`src/rtl/md5_pkg.sv`:
```
// Shared definitions for the MD5 command router: opcodes, broadcast channel,
// FSM state encoding and status-word field offsets.
package md5_pkg;

   localparam logic [7:0] OP_LOAD  = 8'h01;
   localparam logic [7:0] OP_CLEAR = 8'h02;
   localparam logic [7:0] CH_ALL   = 8'hFF;

   typedef enum logic [1:0] {
      ST_IDLE     = 2'd0,
      ST_COLLECT  = 2'd1,
      ST_DISPATCH = 2'd2
   } state_e;

   localparam int unsigned STAT_MATCH_LSB  = 0;
   localparam int unsigned STAT_LOADED_LSB = 8;
   localparam int unsigned STAT_ERR_LSB    = 16;
   localparam int unsigned STAT_STATE_LSB  = 24;

endpackage

```
`src/rtl/frame_shift_reg.sv`:
```
// Word-wide shift register assembling a frame; the first word shifted in ends
// up in the most significant word. The counter tracks words taken in the
// current frame; `full` means the next counted word completes the frame.
module frame_shift_reg #(
   parameter int unsigned WORD_W      = 32,
   parameter int unsigned FRAME_WORDS = 4
) (
   input  logic                          clk,
   input  logic                          rst_n,
   input  logic                          clr,
   input  logic                          cnt_en,
   input  logic                          store_en,
   input  logic [WORD_W-1:0]             din,
   output logic [FRAME_WORDS*WORD_W-1:0] data,
   output logic                          full
);

   localparam int unsigned TD_W  = FRAME_WORDS * WORD_W;
   localparam int unsigned CNT_W = (FRAME_WORDS > 1) ? $clog2(FRAME_WORDS) : 1;

   logic [TD_W-1:0]  data_q, data_d;
   logic [CNT_W-1:0] cnt_q, cnt_d;

   assign full = (cnt_q == CNT_W'(FRAME_WORDS - 1));
   assign data = data_q;

   // Next word count (wraps when the frame completes) and shifted frame data
   always_comb begin
      cnt_d  = cnt_q;
      data_d = data_q;
      if (clr) begin
         cnt_d = '0;
      end else if (cnt_en) begin
         cnt_d = full ? '0 : cnt_q + 1'b1;
      end
      if (store_en) begin
         data_d = (data_q << WORD_W) | TD_W'(din);
      end
   end

   // Frame and counter registers
   always_ff @(posedge clk or negedge rst_n) begin
      if (!rst_n) begin
         cnt_q  <= '0;
         data_q <= '0;
      end else begin
         cnt_q  <= cnt_d;
         data_q <= data_d;
      end
   end

endmodule

```
`src/rtl/md5_cmd_router.sv`:
```
// Command router between the SPI word path and a bank of MD5 cores: parses
// LOAD/CLEAR headers, assembles target frames and dispatches them over a
// per-channel valid/ready handshake; keeps sticky match/loaded flags and a
// saturating error counter reported in status_word.
// Optional build macro MD5_ROUTER_TIMEOUT_EN: abort a frame after TIMEOUT_CYC
// idle cycles inside COLLECT.
module md5_cmd_router
   import md5_pkg::*;
#(
   parameter int unsigned WORD_W      = 32,
   parameter int unsigned FRAME_WORDS = 4,
   parameter int unsigned CHANNELS    = 4,
   parameter int unsigned TIMEOUT_CYC = 1_000_000
) (
   input  logic                          clk,
   input  logic                          rst_n,
   input  logic                          in_valid,
   input  logic [WORD_W-1:0]             in_word,
   output logic [CHANNELS-1:0]           tgt_valid,
   input  logic [CHANNELS-1:0]           tgt_ready,
   output logic [FRAME_WORDS*WORD_W-1:0] tgt_data,
   input  logic [CHANNELS-1:0]           core_match,
   output logic [WORD_W-1:0]             status_word
);

   localparam int unsigned CH_W   = (CHANNELS > 1) ? $clog2(CHANNELS) : 1;
   localparam logic [7:0]  CH_LIM = 8'(CHANNELS);

   state_e              state_q, state_d;
   logic [CH_W-1:0]     ch_q, ch_d;
   logic                discard_q, discard_d;
   logic [CHANNELS-1:0] tgt_valid_q, tgt_valid_d;
   logic [CHANNELS-1:0] match_q, match_d;
   logic [CHANNELS-1:0] loaded_q, loaded_d;
   logic [7:0]          err_q, err_d;
   logic [WORD_W-1:0]   status_q, status_d;

   logic [7:0]          opcode, hdr_ch;
   logic                hdr_in_range;
   logic [CHANNELS-1:0] ch_onehot, hdr_onehot, clr_mask, set_loaded;
   logic                err_inc;
   logic                fs_clr, fs_cnt_en, fs_store_en, fs_full;
   logic                to_hit;

   assign opcode       = in_word[31:24];
   assign hdr_ch       = in_word[7:0];
   assign hdr_in_range = (hdr_ch < CH_LIM);

   frame_shift_reg #(
      .WORD_W      (WORD_W),
      .FRAME_WORDS (FRAME_WORDS)
   ) u_frame (
      .clk      (clk),
      .rst_n    (rst_n),
      .clr      (fs_clr),
      .cnt_en   (fs_cnt_en),
      .store_en (fs_store_en),
      .din      (in_word),
      .data     (tgt_data),
      .full     (fs_full)
   );

`ifdef MD5_ROUTER_TIMEOUT_EN
   localparam int unsigned TO_W = $clog2(TIMEOUT_CYC + 1);
   logic [TO_W-1:0] to_q, to_d;

   // Idle-cycle counter: runs only in COLLECT, restarted by every word
   always_comb begin
      to_d   = '0;
      to_hit = 1'b0;
      if (state_q == ST_COLLECT && !in_valid) begin
         to_d   = to_q + 1'b1;
         to_hit = (to_d == TO_W'(TIMEOUT_CYC));
      end
   end

   // Idle-cycle counter register
   always_ff @(posedge clk or negedge rst_n) begin
      if (!rst_n) to_q <= '0;
      else        to_q <= to_d;
   end
`else
   localparam int unsigned UNUSED_TIMEOUT_CYC = TIMEOUT_CYC;
   assign to_hit = 1'b0;
`endif

   // FSM next state, flag updates, error counting and status packing
   always_comb begin
      state_d     = state_q;
      ch_d        = ch_q;
      discard_d   = discard_q;
      tgt_valid_d = tgt_valid_q;
      clr_mask    = '0;
      set_loaded  = '0;
      err_inc     = 1'b0;
      fs_clr      = 1'b0;
      fs_cnt_en   = 1'b0;
      fs_store_en = 1'b0;
      ch_onehot   = '0;
      ch_onehot[ch_q] = 1'b1;
      hdr_onehot  = '0;
      hdr_onehot[hdr_ch[CH_W-1:0]] = 1'b1;

      unique case (state_q)
         ST_IDLE: begin
            if (in_valid) begin
               case (opcode)
                  OP_LOAD: begin
                     fs_clr    = 1'b1;
                     ch_d      = hdr_ch[CH_W-1:0];
                     discard_d = !hdr_in_range;
                     err_inc   = !hdr_in_range;
                     state_d   = ST_COLLECT;
                  end
                  OP_CLEAR: begin
                     if (hdr_ch == CH_ALL) clr_mask = '1;
                     else if (hdr_in_range) clr_mask = hdr_onehot;
                     else err_inc = 1'b1;
                  end
                  default: err_inc = 1'b1;
               endcase
            end
         end
         ST_COLLECT: begin
            if (in_valid) begin
               fs_cnt_en   = 1'b1;
               fs_store_en = !discard_q;
               if (fs_full) begin
                  if (discard_q) begin
                     state_d = ST_IDLE;
                  end else begin
                     state_d     = ST_DISPATCH;
                     tgt_valid_d = ch_onehot;
                  end
               end
            end else if (to_hit) begin
               state_d = ST_IDLE;
               err_inc = 1'b1;
            end
         end
         ST_DISPATCH: begin
            if (in_valid) err_inc = 1'b1;
            if (|(tgt_valid_q & tgt_ready & ch_onehot)) begin
               tgt_valid_d = '0;
               set_loaded  = ch_onehot;
               state_d     = ST_IDLE;
            end
         end
         default: state_d = ST_IDLE;
      endcase

      // A match arriving alongside a CLEAR survives it
      match_d  = (match_q & ~clr_mask) | core_match;
      loaded_d = (loaded_q & ~clr_mask) | set_loaded;
      err_d    = (err_inc && err_q != 8'hFF) ? err_q + 8'd1 : err_q;

      status_d = '0;
      status_d[STAT_MATCH_LSB  +: CHANNELS] = match_d;
      status_d[STAT_LOADED_LSB +: CHANNELS] = loaded_d;
      status_d[STAT_ERR_LSB    +: 8]        = err_d;
      status_d[STAT_STATE_LSB  +: 2]        = state_d;
   end

   // State, flag, counter and output registers
   always_ff @(posedge clk or negedge rst_n) begin
      if (!rst_n) begin
         state_q     <= ST_IDLE;
         ch_q        <= '0;
         discard_q   <= 1'b0;
         tgt_valid_q <= '0;
         match_q     <= '0;
         loaded_q    <= '0;
         err_q       <= '0;
         status_q    <= '0;
      end else begin
         state_q     <= state_d;
         ch_q        <= ch_d;
         discard_q   <= discard_d;
         tgt_valid_q <= tgt_valid_d;
         match_q     <= match_d;
         loaded_q    <= loaded_d;
         err_q       <= err_d;
         status_q    <= status_d;
      end
   end

   assign tgt_valid   = tgt_valid_q;
   assign status_word = status_q;

endmodule

```
`config.mk`:
```
export PLATFORM = sky130hd
export DESIGN_NAME = md5_cmd_router
export DESIGN_NICKNAME = d
export VERILOG_FILES = /design/src/rtl/md5_pkg.sv /design/src/rtl/frame_shift_reg.sv /design/src/rtl/md5_cmd_router.sv
export SDC_FILE = /design/constraint.sdc
export NUM_CORES = 1
export LEC_CHECK = 0
export CORE_MARGIN = 2
export CORE_UTILIZATION = 30
export DETAILED_ROUTE_END_ITERATION = 7
export SLEW_MARGIN = 20
export SYNTH_ARGS = -nofsm -noshare
export SYNTH_HDL_FRONTEND = slang
export SYNTH_SLANG_ARGS = --single-unit
```
`constraint.sdc`:
```
create_clock -name clk -period 2.2 [get_ports clk]
set_input_delay 0.22 -clock clk [delete_from_list [all_inputs] [get_ports clk]]
set_output_delay 0.22 -clock clk [all_outputs]
set_load 0.1 [all_outputs]
```
==> metrics.sh, run 1 <==
OUTCOME='finished clean'
DRT-TOTAL-WL_MM=14.4
PORTBUFFERS=192
CLOCK_TREE.HTREE_LEVEL_COUNT=4
GR-USAGE-MET1=0.167
SYNTH-EDFF-COUNT=0
COUNT_OF_HOLD_FIX_BUFFERS_INSERTED_AT_CTS=1
SYNTH.TOP_CELL.AREA_SHARE=0.627
TIMING.FINAL.CRIT_PERIOD_NS=1.92
CRIT_TYPE='reg2reg'
LAYOUT_SETUP_WS_NS=0.281
DETAIL_ROUTE.ITER0.VIOLATIONS=90
MAPPEDNETLISTAREA_SQ_MM=0.00619
GLOBAL_ROUTE.USAGE.MET2=0.217
POST_SYNTH_NUM_CELL_TYPES=40
WORST-ENDPOINT-ARRIVAL_NS=2.19
TOP_LEVEL_PORT_COUNT=207
SYNTH_FLOP_CELL='sky130_fd_sc_hd__dfrtp_1'
ANTENNA_LEFT=0
MAX-CAP-VIOLATIONS=0
DIE_HEIGHT_MICRONS=148
CLKSLEWWORSTSETUPHOLDPATHS_NS=0.07
PLACEMENTROWS=52
FIN_NETS=677
ROUTE.DETAILED.WL_PER_INST_MICRONS=15.7
SKEW_NS=0.00552
SYNTH.LARGEST_AREA_CELL='sky130_fd_sc_hd__dfrtp_1'
FINALSETUPVIOLATIONS=0
DIE_X_MICRONS=148
GLOBAL_ROUTE.USAGE.TOTAL=0.133
FINAL_HOLD_VIOLS=0
GRT_SETUP_UNREPAIRED='false'
MAX_FREQ_MHz=521
FIRST_GLOBAL_VIAS=4243
REMAINING_DRC_ERRORS=0
MAXSLEWVIOLCOUNT=0
GRT_START_MAX_NET_PINS=57
CTS_POST_SETUP_BUFFERS_INSERTED=0
COREAREA_SQ_MM=0.0202
FINAL_ESTIMATED_ROUTING_CONGESTION_IN_GLOBAL_PLACEMENT=0.792
AREA.GROWTH.SYNTH_TO_FINAL_PCT=41.2
CTS_MADE_BUFFERS=17
LAYOUT_FILLER_CELL_COUNT=1846
SYNTH_SEQ_AREA_SHARE=0.627
CTS-ROOT-BUF='sky130_fd_sc_hd__clkbuf_16'
SYNTH-ASYNC-RESET-RATIO=1.00
MIN_PATH_TYPE='in2async'
POST_CTS_RESIZED=0
DRT_PASS1_ITERATIONS=5
LAYOUT-DRIVE-GT1-SHARE=0.527
WORST_SKEW_PAIR.LATE_LATENCY_NS=0.42
YOSYS_REGISTER_BITS=155
CTS_MAX_PATH_BUFFERS=2
PLACE_WS_NS=-0.0779
NUMBER_OF_INSTANCES_IN_THE_SYNTHESIZED_NETLIST=418
NETLIST_TOP_CELLS_COUNT='155 x sky130_fd_sc_hd__dfrtp_1, 129 x sky130_fd_sc_hd__mux2_2, 15 x sky130_fd_sc_hd__buf_4'
GROUTE.LAYER.MET3.USAGE=0.0438
GLOBAL_ROUTE_WIRE_LENGTH_BEFORE_REPAIR_MM=22.9
FINAL_GLOBAL_ROUTE_OVERFLOW_TOTAL=0
WORST-PATH-MAX-FANOUT=25
N_ANTENNA_CELL=0
CLOCK_SINK_COUNT=155
VIA_COUNT=4117
GR-MAX-USAGE-LAYER='met2'
WORST_EP_REQUIRED_TIME_NS=2.47
SYNTH.MOST_COMMON_CELL='sky130_fd_sc_hd__dfrtp_1'
WORST_SETUP_PATH_END_KIND='flop'
INITIAL_CORE_UTIL=0.306
SYNTH_WARNINGS=0
PER_CELL_VIA_COUNT_IN_THE_ROUTED_DESIGN=4.50
ANTENNA_FOUND_INITIAL=0
SYNTH_AREA_LEADERS='sky130_fd_sc_hd__dfrtp_1 63%, sky130_fd_sc_hd__mux2_2 23%, sky130_fd_sc_hd__buf_4 1.8%, sky130_fd_sc_hd__buf_2 1.1%, sky130_fd_sc_hd__xnor2_1 0.99%'
POST_ROUTE_CLOCK_PERIOD_UTILIZATION=0.872
DP_HPWL_MM=10.5
POSTSYNTHAREAPERCELL_SQ_UM=14.8
CTS_TREE='built'
DIEAREA_SQ_MM=0.0218
CRITPATHLAUNCHTYPE='flop'
==> kinds of logic after synthesis <==
family / count (synthesis) / synth area share
buffers and inverters: 39 / 0.0356
AOI/OAI and AO/OA: 29 / 0.0358
adders and majority gates: 2 / 0.00404
and+or+nand+nor: 53 / 0.0473
muxes: 132 / 0.240
xor gates and xnor gates: 7 / 0.00990
other: 1 / 0.000606
DFF: 155 / 0.627
==> cell usage in the layout (no fill, tap or decap), types with 4 or more instances in the layout <==
| cell type | Yosys | routed |
|---|---|---|
| sky130_fd_sc_hd__a21oi_1 | 5 | 5 |
| sky130_fd_sc_hd__xnor2_1 | 7 | 7 |
| sky130_fd_sc_hd__buf_4 | 15 | 163 |
| sky130_fd_sc_hd__nand4_1 | 5 | 5 |
| sky130_fd_sc_hd__dfrtp_1 | 155 | 153 |
| sky130_fd_sc_hd__clkdlybuf4s50_1 | 0 | 41 |
| sky130_fd_sc_hd__inv_6 | 0 | 5 |
| sky130_fd_sc_hd__nor2_1 | 8 | 7 |
| sky130_fd_sc_hd__o21ai_0 | 4 | 4 |
| sky130_fd_sc_hd__clkbuf_16 | 0 | 17 |
| sky130_fd_sc_hd__buf_12 | 0 | 6 |
| sky130_fd_sc_hd__a21o_1 | 5 | 5 |
| sky130_fd_sc_hd__conb_1 | 1 | 14 |
| sky130_fd_sc_hd__mux2_2 | 129 | 129 |
| sky130_fd_sc_hd__and3_1 | 4 | 4 |
| sky130_fd_sc_hd__nand2_1 | 12 | 12 |
| sky130_fd_sc_hd__nand3_1 | 7 | 7 |
| sky130_fd_sc_hd__clkinvlp_4 | 0 | 6 |
| sky130_fd_sc_hd__inv_1 | 9 | 9 |
==> cell type report <==
cell class,instances,area (sq um),share of cell area
flip-flops and latches,155,3880,0.444
multi-input cells,237,2150,0.246
repair buffers,212,1780,0.203
clock buffers,17,425,0.0487
well taps,270,338,0.0386
clock inverters,15,141,0.0162
inverters,9,33.8,0.00386
==> metrics by stage <==
stage	util	hold WS, ns	instances	setup TNS (ns)	cell area, sq um
2_1_floorplan	-	-0.0756	431	0	6240
3_3_place_gp	0.404	0.196	882	-0.199	8170
3_5_place_dp	0.404	0.200	882	-0.427	8170
4_1_cts	0.432	0.314	915	0	8740
5_1_grt	0.432	0.338	915	0	8740
6_report	0.432	0.310	915	0	8740
==> final timing paths <==
kind,from,depth (start not counted),slack (ns),endpoint
worst min register to register,loaded_q[0],1,0.49,loaded_q[0]
worst min-delay path,rst_n,2,0.31,u_frame.data[53]
worst max-delay path,status_word[25],6,0.28,tgt_valid[0]
worst max register to register,status_word[25],6,0.28,tgt_valid[0]
min in group clk,core_match[0],2,0.38,match_q[0]
max in group asynchronous,rst_n,3,1.20,status_word[25]
==> worst max-delay path, cell delays in order (launching register included) <==
cell,delay (ns)
sky130_fd_sc_hd__dfrtp_2,0.47
sky130_fd_sc_hd__nand3b_1,0.29
sky130_fd_sc_hd__nor2_4,0.21
sky130_fd_sc_hd__buf_12,0.21
sky130_fd_sc_hd__nand2_1,0.17
sky130_fd_sc_hd__o21ai_0,0.23
sky130_fd_sc_hd__o32ai_1,0.18
==> metal layers <==
layer,up-vias,routed length [microns]
li1,1891,-
met1,2084,6080
met2,131,7190
met3,11,992
met4,0,144
met5,-,0
==> state kept, by name, summed over array words and instances, names as in the netlist <==
name	flops
status_word	4
err_q	7
u_frame.data	128
match_q	3
ch_q	2
loaded_q	3
discard_q	1
tgt_valid	4
u_frame.cnt_q	2
state_q	1
Power of run 1 is not shown: default switching activity piles up to over one toggle a cycle in this logic, so the estimate is an artifact.
==> inputs of run 2 (changes only) <==
--- a/config.mk
+++ b/config.mk
@@ -5,7 +5,6 @@
 export SDC_FILE = /design/constraint.sdc
 export NUM_CORES = 1
 export LEC_CHECK = 0
-export CORE_MARGIN = 2
 export CORE_UTILIZATION = 30
 export DETAILED_ROUTE_END_ITERATION = 7
 export SLEW_MARGIN = 20
==> metrics.sh, run 2 (same netlist as run 1, synthesis figures left out) <==
CRITICAL_PATH.SLOWEST_CELL='sky130_fd_sc_hd__dfrtp_2'
CRIT_TYPE='reg2reg'
CTS-ROOT-BUF='sky130_fd_sc_hd__clkbuf_16'
TIMING.FINAL.CRIT_PERIOD_NS=2.02
SKEW_NS=0.00775
WORSTPATHCELLLIST='nand3b_1, nor2_4, buf_12, nand2_1, o21ai_0, o32ai_1'
FIN_CELLS=912
DRT_PASS1_ITERATIONS=4
DP_HPWL_MM=10.5
GLOBAL_ROUTE.USAGE.TOTAL=0.142
FIN_NETS=674
PLACEMENT.CELL_AREA_SQ_MM=0.00812
CRITPATHMAXSTAGEDELAY_NS=0.47
FINALSETUPVIOLATIONS=0
TOP_LEVEL_PORT_COUNT=207
CTS_MAX_PATH_BUFFERS=2
MULTIINPUTGATEAREA_SQ_MM=0.00215
MAXSLEWVIOLCOUNT=0
REGTOREGSTARTPOINT='status_word[25]'
RELSLEWSLACK=0.648
WORST-ENDPOINT-ARRIVAL_NS=2.29
WORST-PATH-MAX-FANOUT=28
WORST_SETUP_PATH_END_KIND='flop'
TIMING.REG2REG.WORST_PATH_DEPTH=6
VIA_COUNT=4125
CLKSLEWWORSTSETUPHOLDPATHS_NS=0.06
CRITPATHLAUNCHTYPE='flop'
LAYOUT_SETUP_WS_NS=0.176
CLOCK_TREE.HTREE_LEVEL_COUNT=4
GRT_START_MAX_NET_PINS=64
DIE_X_MICRONS=146
CTS_POST_SETUP_BUFFERS_INSERTED=0
CTS_MADE_BUFFERS=17
LAYOUT_COMMON_CELLS='162 x sky130_fd_sc_hd__buf_4, 153 x sky130_fd_sc_hd__dfrtp_1, 129 x sky130_fd_sc_hd__mux2_2, 41 x sky130_fd_sc_hd__clkdlybuf4s50_1, 17 x sky130_fd_sc_hd__clkbuf_16'
POST_CTS_RESIZED=0
N_ANTENNA_CELL=0
POST_ROUTE_SETUP_TNS_NS=0
PER_CELL_VIA_COUNT_IN_THE_ROUTED_DESIGN=4.52
GRT_SETUP_UNREPAIRED='false'
CRITICAL_PATH_CELL_COUNT=6
CLOCK_SINK_COUNT=155
LAYOUT_FILLER_CELL_COUNT=1863
ROUTE.DETAILED.WL_PER_INST_MICRONS=15.7
MAX_FREQ_MHz=494
ANTENNA_FOUND_INITIAL=0
WORST-R2R-SETUP-SLACK_NS=0.18
PORTBUFFERS=192
REG2REG_TO='tgt_valid[0]'
AREA.GROWTH.SYNTH_TO_FINAL_PCT=41.3
LARGEST_REGISTER_FF_COUNT=128
INITIAL_CORE_UTIL=0.306
WORST_EP_REQUIRED_TIME_NS=2.46
DETAIL_ROUTE.ITER0.VIOLATIONS=124
MOST_COMMON_CELL_AFTER_LAYOUT_FILL_AND_TAPS_ASIDE='sky130_fd_sc_hd__buf_4'
MIN_PATH_TYPE='in2async'
CTS_TREE='built'
COREAREA_SQ_MM=0.0202
PLACE_WS_NS=-0.0998
NUMPLACEDINSTANCES=879
FINAL_HOLD_VIOLS=0
ANTENNA_LEFT=0
GLOBAL_ROUTE_WIRE_LENGTH_BEFORE_REPAIR_MM=23.5
FINAL_ESTIMATED_ROUTING_CONGESTION_IN_GLOBAL_PLACEMENT=0.825
DRT-TOTAL-WL_MM=14.3
LAYOUT-DRIVE-GT1-SHARE=0.523
TIGHTEST_SLEW_NS=0.522
DIEAREA_SQ_MM=0.0212
FIRST_GLOBAL_VIAS=4299
CRITPATHTOPFAMILY='simple AND/OR/NAND/NOR gates'
WORST_SKEW_PAIR.LATE_LATENCY_NS=0.42
REMAINING_DRC_ERRORS=0
MAX-CAP-VIOLATIONS=0
FINAL_GLOBAL_ROUTE_OVERFLOW_TOTAL=0
CRITPATHBUFINV=1
POST_ROUTE_CLOCK_PERIOD_UTILIZATION=0.920
FF_LATCH_AREA_SQ_MM=0.00388
PLACEMENTROWS=52
OUTCOME='finished clean'
DIE_HEIGHT_MICRONS=146
FINAL_DESIGN_AREA_NO_FILL_SQ_MM=0.00875
run 2: changes by cell type in the layout (fill, tap and decap cells not counted), sizes merged:
cell	before	now
buf	170	167
bufinv	1	3
clkbuf	17	20
clkinv	3	2
clkinvlp	6	4
inv	14	12
run 2: worst register-to-register path, delay by kind of cell (launching register included):
| kind | cells | cell delay [ns] |
|---|---|---|
| DFF | 1 | 0.47 |
| and+or+nand+nor | 3 | 0.72 |
| buffers and inverters | 1 | 0.21 |
| AOI/OAI and AO/OA | 2 | 0.47 |
run 2: repair_timing:
action                                  4_1_cts  5_1_grt
endpoints found under the hold margin        40        0
hold buffers                                  1        0
endpoints found under the setup margin        0        0
run 2: cell type report:
class                   instances  area share
flip-flops and latches        155       0.444
multi-input cells             237       0.246
repair buffers                209       0.198
clock buffers                  20      0.0522
well taps                     270      0.0386
clock inverters                12      0.0183
inverters                       9     0.00386
run 2: worst max-delay path by stage:
stage                         start           end  slack [ns]
floorplan                  err_q[0]      err_q[1]        0.09
global placement        in_word[28]    match_q[1]       -0.05
detailed placement      in_word[28]   loaded_q[2]        -0.1
CTS                 status_word[25]  tgt_valid[0]        0.17
global route        status_word[25]  tgt_valid[0]        0.06
finish              status_word[25]  tgt_valid[0]        0.18
run 2: per-layer routing:
layer,track usage,up-vias,part of all wire
met2,0.232,128,0.50
met3,0.0464,17,0.055
met4,0.0495,0,0.015
met5,0,-,0
li1,-,1888,-
met1,0.175,2092,0.43
run 2: per-stage QoR:
stage                     utilization  hold slack [ns]
after floorplan                     -          -0.0756
after global placement          0.401            0.169
after detailed placement        0.401            0.174
after CTS                       0.432            0.291
after global routing            0.432            0.321
final                           0.432            0.288
Power of run 2 is left out for the same reason.
==> inputs of run 3 (changes only) <==
==> constraint.sdc (replaced) <==
create_clock -name clk -period 1.95 [get_ports clk]
set_input_delay 0.39 -clock clk [delete_from_list [all_inputs] [get_ports clk]]
set_output_delay 0.39 -clock clk [all_outputs]
set_load 0.1 [all_outputs]
==> metrics.sh, run 3 (same netlist as run 1, synthesis figures left out) <==
MIN_PATH_TYPE='in2reg'
FINAL_DESIGN_AREA_NO_FILL_SQ_MM=0.00929
LARGEST_REGISTER_FF_COUNT=128
PLACEMENTROWS=52
DETAIL_ROUTE.ITER0.VIOLATIONS=122
FIN_NETS=699
FIRST_GLOBAL_VIAS=4425
WORST_EP_REQUIRED_TIME_NS=2.25
FINAL_HOLD_VIOLS=0
GLOBAL_ROUTE.USAGE.TOTAL=0.141
TIMING.FINAL.CRIT_PERIOD_NS=1.91
GRT_SETUP_UNREPAIRED='false'
POST_ROUTE_SETUP_TNS_NS=0
MIN_PATH_CELLS=2
ROUTE.DETAILED.WL_PER_INST_MICRONS=15.1
REMAINING_DRC_ERRORS=0
WORST-R2R-SETUP-SLACK_NS=0.15
COREAREA_SQ_MM=0.0202
FINAL_GLOBAL_ROUTE_OVERFLOW_TOTAL=0
INITIAL_CORE_UTIL=0.306
CLKSLEWWORSTSETUPHOLDPATHS_NS=0.06
TIGHTEST_SLEW_NS=0.484
N_ANTENNA_CELL=0
DP_HPWL_MM=10.6
PORTBUFFERS=192
PER_CELL_VIA_COUNT_IN_THE_ROUTED_DESIGN=4.46
SKEW_NS=0.00534
MAX_FREQ_MHz=522
POST_ROUTE_CLOCK_PERIOD_UTILIZATION=0.982
DRT-TOTAL-WL_MM=14.1
ANTENNA_LEFT=0
WORST_SKEW_PAIR.LATE_LATENCY_NS=0.41
CRITPATHLAUNCHTYPE='primary input'
REGTOREGSTARTPOINT='status_word[25]'
CTS_TREE='built'
LAYOUT_COMMON_CELLS='163 x sky130_fd_sc_hd__buf_4, 148 x sky130_fd_sc_hd__dfrtp_1, 129 x sky130_fd_sc_hd__mux2_2, 39 x sky130_fd_sc_hd__clkdlybuf4s50_1, 27 x sky130_fd_sc_hd__buf_12'
CRITPATHMAXSTAGEDELAY_NS=0.54
CTS_MADE_BUFFERS=17
AREA.GROWTH.SYNTH_TO_FINAL_PCT=50.0
CTS_POST_SETUP_BUFFERS_INSERTED=0
TIMING.REG2REG.WORST_PATH_DEPTH=5
MOST_COMMON_CELL_AFTER_LAYOUT_FILL_AND_TAPS_ASIDE='sky130_fd_sc_hd__buf_4'
WORSTPATHCELLLIST='clkdlybuf4s50_1, or4_4, o311ai_4, o31ai_4, nand2_4, mux2_4'
FINAL_ESTIMATED_ROUTING_CONGESTION_IN_GLOBAL_PLACEMENT=0.823
WORST_SETUP_PATH_END_KIND='flop'
MAX-CAP-VIOLATIONS=0
DIEAREA_SQ_MM=0.0212
CTS-ROOT-BUF='sky130_fd_sc_hd__clkbuf_16'
DIE_X_MICRONS=146
HOLD_END='u_frame.data[30]'
CTS_MAX_PATH_BUFFERS=2
DRT_PASS1_ITERATIONS=4
PLACEMENT.CELL_AREA_SQ_MM=0.00861
GRT_START_MAX_NET_PINS=43
OUTCOME='finished clean'
LAYOUT_FILLER_CELL_COUNT=1817
VIA_COUNT=4178
DIE_HEIGHT_MICRONS=146
LAYOUT_SETUP_WS_NS=0.0354
HP-START='in_word[30]'
CLOCK_SINK_COUNT=155
TOP_LEVEL_PORT_COUNT=207
MAXSLEWVIOLCOUNT=0
REG2REG_TO='err_q[1]'
RELSLEWSLACK=0.674
ANTENNA_FOUND_INITIAL=0
CLOCK_TREE.HTREE_LEVEL_COUNT=4
WORST-PATH-MAX-FANOUT=2
LAYOUT-DRIVE-GT1-SHARE=0.548
CRITICAL_PATH.SLOWEST_CELL='sky130_fd_sc_hd__or4_4'
PLACE_WS_NS=-0.510
GLOBAL_ROUTE_WIRE_LENGTH_BEFORE_REPAIR_MM=23.4
CRIT_TYPE='in2reg'
WORST-ENDPOINT-ARRIVAL_NS=2.21
FINALSETUPVIOLATIONS=0
## run 3: cell count changes in the layout (fill, tap and decap cells not counted), moves of 2 or more
cell	previous run	this run
sky130_fd_sc_hd__buf_12	4	27
sky130_fd_sc_hd__clkdlybuf4s50_1	41	39
sky130_fd_sc_hd__dfrtp_1	153	148
sky130_fd_sc_hd__dlymetal6s2s_1	0	2
sky130_fd_sc_hd__inv_6	3	0
sky130_fd_sc_hd__dfrtp_4	0	2
sky130_fd_sc_hd__clkbuf_1	1	5
sky130_fd_sc_hd__clkinvlp_4	4	0
sky130_fd_sc_hd__dfrtp_2	2	5
sky130_fd_sc_hd__bufinv_16	3	5
## run 3: critical path: cells and delay by family
family / cells / cell delay [ns]
compound gates: 2 / 0.48
mux: 1 / 0.29
buf+inv: 1 / 0.43
simple gates: 2 / 0.62
## run 3: through the flow
stage | hold WS (ns) | instances | util
after global routing | 0.247 | 936 | 0.459
after global placement | 0.341 | 904 | 0.426
after floorplan | 0.0944 | 431 | -
final | 0.263 | 936 | 0.459
after detailed placement | 0.345 | 904 | 0.426
after CTS | 0.469 | 936 | 0.458
## run 3: metal layers
metal / vias to the layer above / wire (microns) / global-route usage
li1: 1933 / - / -
met1: 2106 / 5830 / 0.169
met2: 122 / 7170 / 0.234
met3: 17 / 865 / 0.0455
met4: 0 / 227 / 0.0589
met5: - / 0 / 0
## run 3: worst max path at each step
stage	startpoint	to	slack [ns]	cells after the start
2_1_floorplan	status_word[25]	err_q[1]	-0.01	5
3_3_place_gp	in_word[28]	match_q[1]	-0.47	6
3_5_place_dp	in_word[28]	status_word[11]	-0.51	6
4_1_cts	in_word[29]	err_q[5]	0.02	7
5_1_grt	in_word[31]	err_q[5]	0.005	7
6_report	in_word[31]	err_q[1]	0.04	6
## run 3: cell type report
type / instances / area, sq um / share of cell area
Clock buffer: 24 / 472 / 0.0508
Sequential cell: 155 / 3890 / 0.419
Timing Repair Buffer: 234 / 2210 / 0.238
Inverter: 9 / 33.8 / 0.00364
Clock inverter: 7 / 164 / 0.0176
Multi-Input combinational cell: 237 / 2180 / 0.234
Tap cell: 270 / 338 / 0.0364
## run 3: what timing repair did
| item | CTS | global route |
|---|---|---|
| pin swaps | 2 | 3 |
| resized for setup | 2 | 6 |
| setup endpoints to repair | 12 | 11 |
| hold buffers | 1 | 0 |
| gates cloned | 0 | 0 |
| hold endpoints to repair | 38 | 0 |
Power of run 3 is left out for the same reason.
